$ cat src/rtl/onehot_ring_fsm_if.sv
// Bundle between a one-hot ring sequencer and the controller that steers it.
// The master side drives the advance/hold/jump requests; the slave side reports state.
interface onehot_ring_fsm_if #(
    parameter int NUM_ST  = 3,
    parameter int IDX_W   = 2,
    parameter int DWELL_W = 4
);
    logic [NUM_ST-1:0]  go;
    logic               hold;
    logic               jump_valid;
    logic [IDX_W-1:0]   jump_idx;
    logic [NUM_ST-1:0]  st;
    logic [IDX_W-1:0]   st_idx;
    logic [DWELL_W-1:0] dwell_cnt;
    logic               wrapped;
    logic               err;

    modport master (
        output go, hold, jump_valid, jump_idx,
        input  st, st_idx, dwell_cnt, wrapped, err
    );

    modport slave (
        input  go, hold, jump_valid, jump_idx,
        output st, st_idx, dwell_cnt, wrapped, err
    );
endinterface

$ cat src/rtl/onehot_ring_fsm.sv
// Parametrised one-hot ring sequencer with minimum-dwell gating, hold, direct jump,
// wrap pulse and recovery from illegal (non one-hot) state encodings.
module onehot_ring_fsm #(
    parameter int NUM_ST    = 3,
    parameter int IDX_W     = 2,
    parameter int DWELL_W   = 4,
    parameter int MIN_DWELL = 0
) (
    input  logic              clock,
    input  logic              reset,
    onehot_ring_fsm_if.slave  bus
);
    localparam logic [IDX_W:0]     NUM_ST_W    = (IDX_W+1)'(NUM_ST);
    localparam logic [IDX_W-1:0]   LAST_IDX    = IDX_W'(NUM_ST - 1);
    localparam logic [DWELL_W-1:0] MIN_DWELL_V = DWELL_W'(MIN_DWELL);
    localparam logic [DWELL_W-1:0] DWELL_MAX   = '1;

    logic [NUM_ST-1:0]  st_q, st_d;
    logic [IDX_W-1:0]   st_idx_q, st_idx_d;
    logic [DWELL_W-1:0] dwell_q, dwell_d;
    logic               wrapped_q, wrapped_d;
    logic               err_q, err_d;

    logic st_legal;
    logic jump_ok;
    logic go_hit;
    logic dwell_ok;

    assign st_legal = (st_q != '0) && ((st_q & (st_q - 1'b1)) == '0);
    assign jump_ok  = {1'b0, bus.jump_idx} < NUM_ST_W;
    assign go_hit   = |(bus.go & st_q);

    // A zero minimum dwell would make the comparison trivially true, so it is elided.
    generate
        if (MIN_DWELL == 0) begin : g_no_dwell
            assign dwell_ok = 1'b1;
        end else begin : g_dwell
            assign dwell_ok = dwell_q >= MIN_DWELL_V;
        end
    endgenerate

    always_comb begin
        st_d      = st_q;
        st_idx_d  = st_idx_q;
        dwell_d   = dwell_q;
        wrapped_d = 1'b0;
        err_d     = 1'b0;
        if (!st_legal) begin
            st_d     = NUM_ST'(1);
            st_idx_d = '0;
            dwell_d  = '0;
            err_d    = 1'b1;
        end else if (bus.jump_valid && jump_ok) begin
            st_d     = NUM_ST'(1) << bus.jump_idx;
            st_idx_d = bus.jump_idx;
            dwell_d  = '0;
        end else begin
            // An out-of-range jump is flagged but otherwise falls through to normal sequencing.
            err_d = bus.jump_valid;
            if (bus.hold) begin
                st_d = st_q;
            end else if (go_hit && dwell_ok) begin
                if (NUM_ST > 1) begin
                    st_d = {st_q[NUM_ST-2:0], st_q[NUM_ST-1]};
                end
                st_idx_d  = (st_idx_q == LAST_IDX) ? '0 : st_idx_q + 1'b1;
                dwell_d   = '0;
                wrapped_d = st_q[NUM_ST-1];
            end else if (dwell_q != DWELL_MAX) begin
                dwell_d = dwell_q + 1'b1;
            end
        end
    end

    always_ff @(posedge clock or posedge reset) begin
        if (reset) begin
            st_q      <= NUM_ST'(1);
            st_idx_q  <= '0;
            dwell_q   <= '0;
            wrapped_q <= 1'b0;
            err_q     <= 1'b0;
        end else begin
            st_q      <= st_d;
            st_idx_q  <= st_idx_d;
            dwell_q   <= dwell_d;
            wrapped_q <= wrapped_d;
            err_q     <= err_d;
        end
    end

    assign bus.st        = st_q;
    assign bus.st_idx    = st_idx_q;
    assign bus.dwell_cnt = dwell_q;
    assign bus.wrapped   = wrapped_q;
    assign bus.err       = err_q;
endmodule
$ cat src/flat_wrapper.sv
// flat-port wrapper written by rule: the top's interface ports become plain ports
module onehot_ring_fsm_flat 
#(
    parameter int NUM_ST    = 3,
    parameter int IDX_W     = 2,
    parameter int DWELL_W   = 4,
    parameter int MIN_DWELL = 0
)
  (clock, reset, bus_go, bus_hold, bus_jump_valid, bus_jump_idx, bus_st, bus_st_idx, bus_dwell_cnt, bus_wrapped, bus_err);
  onehot_ring_fsm_if #(.NUM_ST(NUM_ST), .IDX_W(IDX_W), .DWELL_W(DWELL_W)) bus_i ();
  input  logic clock;
  input  logic reset;
  input wire logic [$bits(bus_i.go)-1:0] bus_go;
  input wire logic [$bits(bus_i.hold)-1:0] bus_hold;
  input wire logic [$bits(bus_i.jump_valid)-1:0] bus_jump_valid;
  input wire logic [$bits(bus_i.jump_idx)-1:0] bus_jump_idx;
  output wire logic [$bits(bus_i.st)-1:0] bus_st;
  output wire logic [$bits(bus_i.st_idx)-1:0] bus_st_idx;
  output wire logic [$bits(bus_i.dwell_cnt)-1:0] bus_dwell_cnt;
  output wire logic [$bits(bus_i.wrapped)-1:0] bus_wrapped;
  output wire logic [$bits(bus_i.err)-1:0] bus_err;
  assign bus_i.go = bus_go;
  assign bus_i.hold = bus_hold;
  assign bus_i.jump_valid = bus_jump_valid;
  assign bus_i.jump_idx = bus_jump_idx;
  assign bus_st = bus_i.st;
  assign bus_st_idx = bus_i.st_idx;
  assign bus_dwell_cnt = bus_i.dwell_cnt;
  assign bus_wrapped = bus_i.wrapped;
  assign bus_err = bus_i.err;
  onehot_ring_fsm #(.NUM_ST(NUM_ST), .IDX_W(IDX_W), .DWELL_W(DWELL_W), .MIN_DWELL(MIN_DWELL)) u_core (.clock(clock), .reset(reset), .bus(bus_i));
endmodule
$ cat config.mk
export PLATFORM = sky130hd
export DESIGN_NAME = onehot_ring_fsm_flat
export DESIGN_NICKNAME = d
export VERILOG_FILES = /design/src/rtl/onehot_ring_fsm_if.sv /design/src/rtl/onehot_ring_fsm.sv /design/src/flat_wrapper.sv
export SDC_FILE = /design/constraint.sdc
export NUM_CORES = 1
export LEC_CHECK = 0
export CORE_UTILIZATION = 43
export DETAILED_ROUTE_END_ITERATION = 12
export PLACE_DENSITY = 0.76
export REMOVE_ABC_BUFFERS = 1
export SYNTH_ARGS = -nofsm -noshare
export SYNTH_HDL_FRONTEND = slang
export SYNTH_SLANG_ARGS = --single-unit
$ cat constraint.sdc
create_clock -name clock -period 2 [get_ports clock]
set_clock_uncertainty 0.1 [all_clocks]
set_input_delay 0.5 -clock clock [delete_from_list [all_inputs] [get_ports clock]]
set_output_delay 0.5 -clock clock [all_outputs]
set_load 0.03 [all_outputs]
Word level (Yosys, flattened, before mapping)
Cells that the tools add are included.
{ "classes": {"n_addsub": 3, "order_cmp": 1, "n_eq_ne": 5, "n_shift": 1, "muxes": 20, "bitwise_logic": 2, "n_reduce_logical": 7} }
{ "ops": {"columns": ["cell", "count"], "rows": [
  ["4-bit two-way mux", 5],
  ["3-bit two-way mux", 4],
  ["2-bit two-way mux", 5],
  ["4-bit inequality test, second input constant", 2],
  ["3-bit bitwise AND", 2],
  ["1-bit two-way mux", 6],
  ["3-bit inequality test, second input constant", 2],
  ["4-bit by 1-bit adder with 4-bit output, second input constant", 1],
  ["2-bit AND reduction", 2],
  ["3-bit zero test", 1],
  ["3-bit nonzero test", 1],
  ["3-bit OR reduction", 1],
  ["1-bit by 2-bit << shifter with 3-bit output, first input constant", 1],
  ["3-bit by 1-bit subtractor with 3-bit output, second input constant", 1],
  ["2-bit by 1-bit adder with 2-bit output, second input constant", 1],
  ["2-bit == test, second input constant", 1],
  ["1-bit logical AND", 2],
  ["2-bit < comparator, second input constant", 1]
]} }
{ "word_totals": {"regBits": 11, "in_bits": 9, "output_inout_bits": 11, "word_cells": 44} }

Depth between registers and ports, before layout
{ "logic_depth": {"ltp_word": 6, "depth_mapped": 5, "mapped_depth_nobuf": 5} }

Least setup slack after synthesis
No wires, ideal clock.
{ "synth_path": {"kind": "flip-flop to flip-flop", "from": "register u_core.st_q[2] (netlist: u_core.bus.st[2])", "to": "register u_core.st_q[1] (netlist: u_core.bus.st[1])", "setup_ns": 0.128, "t_arrival_ns": 1.794, "required_ns": 1.772, "setup_slack_ns": -0.022, "stages_incl_launch_ff": 5, "n_path_buf": 0, "synth_period_minus_slack_ns": 2.022, "cell_sequence": "dfrtp_1 > a222oi_1 > nor2_2 > nor2_4 > mux2_1"} }
{ "synth_between": {"elab_chain_cells": 6, "elab_cells_between_ends": 11, "classes_between": "add/sub: 1; eq/ne: 2; mux: 1; bitwise: 2; reduce/logical: 5"} }
{ "synth_rtl": {"columns": ["item", "line", "rtl"], "rows": [
  ["start, declared", "onehot_ring_fsm.sv:18", "logic [NUM_ST-1:0] st_q, st_d;"],
  ["start signal, assigned", "onehot_ring_fsm.sv:83", "st_q <= st_d;"],
  ["3-bit by 1-bit subtractor with 3-bit output", "onehot_ring_fsm.sv:29", "assign st_legal = (st_q != '0) && ((st_q & (st_q - 1'b1)) == '0);"],
  ["3-bit bitwise AND", "onehot_ring_fsm.sv:29", null],
  ["3-bit zero test", "onehot_ring_fsm.sv:29", null],
  ["1-bit logical AND", "onehot_ring_fsm.sv:29", null],
  ["3-bit inequality test (no line)", null, null],
  ["2-bit AND reduction (no line)", null, null]
]} }
Parallel ways exist; a longest one is shown, timed or not.
A chain may end at the register's enable or synchronous reset.

Worst setup path after layout
{ "layout_path": {"from": "input bus_jump_valid", "to": "register u_core.st_idx_q[1] (netlist: u_core.bus.st_idx[1])"} }
{ "layout_between": {"elab_chain_cells": 3, "elab_cells_between_ends": 6, "classes_between": "eq/ne: 2; mux: 2; reduce/logical: 2"} }
{ "layout_rtl": {"columns": ["item", "line", "rtl"], "rows": [
  ["start, declared", "flat_wrapper.sv:15", "input wire logic [$bits(bus_i.jump_valid)-1:0] bus_jump_valid;"],
  ["1-bit logical AND *", "onehot_ring_fsm.sv:53", "end else if (bus.jump_valid && jump_ok) begin"],
  ["3-bit inequality test (no line) / 2-bit two-way mux (equally long branches)", null, null],
  ["2-bit AND reduction (no line) / 2-bit two-way mux (equally long branches)", null, null],
  ["end signal, assigned", "onehot_ring_fsm.sv:84", "st_idx_q <= st_idx_d;"],
  ["end, declared", "onehot_ring_fsm.sv:19", "logic [IDX_W-1:0] st_idx_q, st_idx_d;"]
]} }
Mark *: on every way between the ends. The rest lies on a longest branch, timed or not.

==> impl_metrics.csv <==
group,metric,value,unit
run_status,status,"completed",
placement,post-dp-hpwl,1.03,mm
cts,clock_latency,260,ps
power_and_ir_drop,p_leak,0.482,nW
cts,cts_sinks,11,
logic_synthesis,synth_compound_area_share,21.8,%
final_layout,final_cell_mix,"clkdlybuf4s50_1 (12), dfrtp_1 (10), buf_4 (8), nor2_1 (6), inv_1 (5)",
critical_path,crit_end,"u_core.bus.st_idx[1]",
logic_synthesis,synth_top_family_by_area,"compound AO/OA/AOI/OAI gates",
logic_synthesis,synth_seq_cells,11,
floorplan,fp.coreArea,0.00130,mm2
sta,fin_crit,1940,ps
cts,tritoncts,"built",
critical_path,startpoint,"bus_jump_valid",
power_and_ir_drop,power_per_cell_area,1290,mW/mm2
logic_synthesis,yosys.area_share.adder,2.06,%
final_layout,diodes,0,
floorplan,die_area,0.00157,mm2
critical_path,cpPeakStageDelay,470,ps
final_layout,multi_input_area,320,um2
placement,place.port_buffers,19,
sta,setup_viol_count_final,0,
critical_path,cp-end-kind,"flop",
critical_path,rr_endpoint,"u_core.bus.st_idx[1]",
floorplan,initial_utilization,46.7,%
logic_synthesis,synth_area,608,um2
final_layout,final_common_cell,"clkdlybuf4s50_1",
cts,htreeDepth,1,
critical_path,crit_chain,"clkdlybuf4s50_1 > a21bo_2 > o211ai_1 > nor2_4 > buf_4 > o41ai_1",
final_layout,fin_nets,104,
sta,final_hold_viol_count,0,
placement,place.gp.congestion,0.808,
global_routing,grt_pass1_vias,517,
logic_synthesis,muxShareOfSynthArea,5.56,%
logic_synthesis,ys_seq_area_share,45.5,%
routing,drc,0,
job,cap_violations,0,
logic_synthesis,synth-xor-area-share,1.44,%
sta,slew_headroom,62.0,%
final_layout,layout.cells.non_filler,108,
global_routing,grt_pass1_wl,2.14,mm
sta,drv_slew,0,
critical_path,crit_path_start_kind,"primary input",
critical_path,ff2ff_setup_slack,130,ps
critical_path,worstPathRequired,2040,ps
routing,drt-initial-drc-count,10,
critical_path,r2r_start,"u_core.bus.st[0]",
sta,fin_crit_sh,97.2,%
final_layout,layout-drive-gt1-share,18.3,%
cts,post_cts_buffers,0,
final_layout,fill_cells,106,
logic_synthesis,ys.warnings.count,0,
critical_path,slowest_stage,"clkdlybuf4s50_1",
critical_path,cp.arrival,1990,ps
sta,whs,422,ps
routing,routedWlPerCell,12.5,um
min_path,hold_class,"primary input to asynchronous set/reset pin",
logic_synthesis,syn_avg_cell_area,9.81,um2
global_routing,grt_max_degree,12,
cts,ctsHoldBuffers,0,
global_routing,grt_usage,20.7,%
routing,dr.pass1.iters,4,
routing,vias_per_cell,5.63,
placement,place_area,877,um2
power_and_ir_drop,ir_worst_vdd,0.702,mV
final_layout,synthToLayoutAreaGrowth,50.8,%
sta,fmax,514,MHz
routing,routed_wl,1.35,mm
routing,route.vias.total,608,
final_layout,seq_area,277,um2
global_routing,antenna_found_initial,0,
floorplan,rows,13,
cts,clock_path_buffers,2,
floorplan,die_h,39.6,um
final_layout,fin_area,917,um2
logic_synthesis,syn_inst,62,
placement,place_ws,-220,ps
cts,clockRootBuffer,"clkbuf_4",
cts,cts.reportedPaths.clkPinSlew,70,ps
global_routing,grt_remaining_overflow,0,
sta,tightest_slew,565,ps
critical_path,crit_type,"primary input to flop",
routing,ant_nets,0,
floorplan,fp.dieW,39.6,um
cts,cts_made_buffers,3,
critical_path,path_max_fanout,4,
floorplan,pin_count,20,
sta,setup_ws,55.9,ps
placement,placed_cells,104,
critical_path,reg2reg_depth,5,
logic_synthesis,ys_types,31,
logic_synthesis,synthSimpleGateAreaFrac,20.6,%
sta,rsz0062_at_grt,"no",
[synth_stat cells]
| cell type | instances | area, um2 |
|---|---|---|
| a22oi_1 | 1 | 7.51 |
| nor3_1 | 2 | 10.0 |
| a222oi_1 | 1 | 10.0 |
| a31oi_1 | 1 | 6.26 |
| nand3_1 | 2 | 10.0 |
| a311oi_1 | 1 | 8.76 |
| nand3b_1 | 1 | 7.51 |
| or3_1 | 2 | 12.5 |
| inv_1 | 5 | 18.8 |
| nor2_1 | 6 | 22.5 |
| dfrtp_1 | 10 | 250 |
| a31o_2 | 1 | 8.76 |
| nor2_2 | 1 | 6.26 |
| nor2b_1 | 2 | 12.5 |
| nor2_4 | 1 | 11.3 |
| o211a_1 | 1 | 10.0 |
| xor2_1 | 1 | 8.76 |
| a211oi_1 | 1 | 7.51 |
| o21ai_0 | 3 | 15.0 |
| dfstp_2 | 1 | 26.3 |
| o311ai_0 | 1 | 8.76 |
| and3_1 | 1 | 6.26 |
| o211ai_1 | 1 | 7.51 |
| and4_1 | 1 | 8.76 |
| nor4_1 | 1 | 6.26 |
| a21oi_1 | 3 | 15.0 |
| ha_1 | 1 | 12.5 |
| nand2_1 | 3 | 11.3 |
| o41ai_1 | 2 | 17.5 |
| a21bo_2 | 1 | 10.0 |
| mux2_1 | 3 | 33.8 |
[flip-flops by register name (all words and copies together) (netlist names)]
| signal | count |
|---|---|
| u_core.bus.wrapped | 1 |
| u_core.bus.dwell_cnt | 4 |
| u_core.bus.st | 3 |
| u_core.bus.st_idx | 2 |
| u_core.bus.err | 1 |
[routing by layer]
metal	global-route usage, %	part of all wire, %	vias up
met5	0	0	-
met4	12.1	0.44	0
met3	3.41	6.6	2
met2	34.0	50	23
met1	25.1	43	283
li1	-	-	300
[area by class of cell]
type	instances	area share [%]
multi-input combinational	46	34.9
sequential	11	30.2
timing repair buffer	27	28.0
tap	15	2.05
inverter	5	2.05
clock buffer	4	2.86
[worst max-delay path: cells and delay by family]
kind / cells / cell delay [ps]
buf+inv: 2 / 630
compound gates: 3 / 770
simple gates: 1 / 90
[what timing repair did]
item	in CTS	in global routing
pin swaps	0	0
setup endpoints to repair	3	5
resized for setup	3	5
gates cloned	0	0
[through the flow]
stage          TNS, ps  utilization, %  total power (W)
5_1_grt              0            70.5          0.00127
6_report             0            70.5          0.00118
4_1_cts              0            69.1          0.00118
2_1_floorplan    -43.1               -         0.000767
3_3_place_gp      -599            67.4          0.00104
3_5_place_dp      -647            67.4          0.00105
[worst min path at each step]
stage / startpoint / endpoint / slack, ps / cells after the start
after floorplan: reset / u_core.bus.dwell_cnt[0] / 250 / 1
after global placement: u_core.bus.st_idx[0] / u_core.bus.st_idx[0] / 440 / 1
after detailed placement: u_core.bus.dwell_cnt[0] / u_core.bus.dwell_cnt[0] / 440 / 1
after CTS: reset / u_core.bus.st_idx[1] / 440 / 2
after global routing: u_core.bus.dwell_cnt[0] / u_core.bus.dwell_cnt[0] / 480 / 1
final: reset / u_core.bus.st_idx[1] / 420 / 2
[where the power goes]
| group | total [W] | switching [W] | internal, W | leakage (nW) |
|---|---|---|---|---|
| Combinational | 0.000666 | 0.000364 | 0.000301 | 0.324 |
| Sequential | 0.000371 | 0.0000746 | 0.000297 | 0.143 |
| Clock | 0.000147 | 0.0000697 | 0.0000770 | 0.0150 |
| Total | 0.00118 | 0.000509 | 0.000675 | 0.482 |
[logic make-up (layout without fill, tap and decap cells)]
kind of cell | after synthesis | count (layout)
AOI/OAI and AO/OA | 18 | 18
xor gates and xnor gates | 1 | 1
adders and majority gates | 1 | 1
buffers and inverters | 5 | 36
DFF | 11 | 11
muxes | 3 | 3
and+or+nand+nor | 23 | 23
Note: power is estimated with default switching activity, not from simulation.
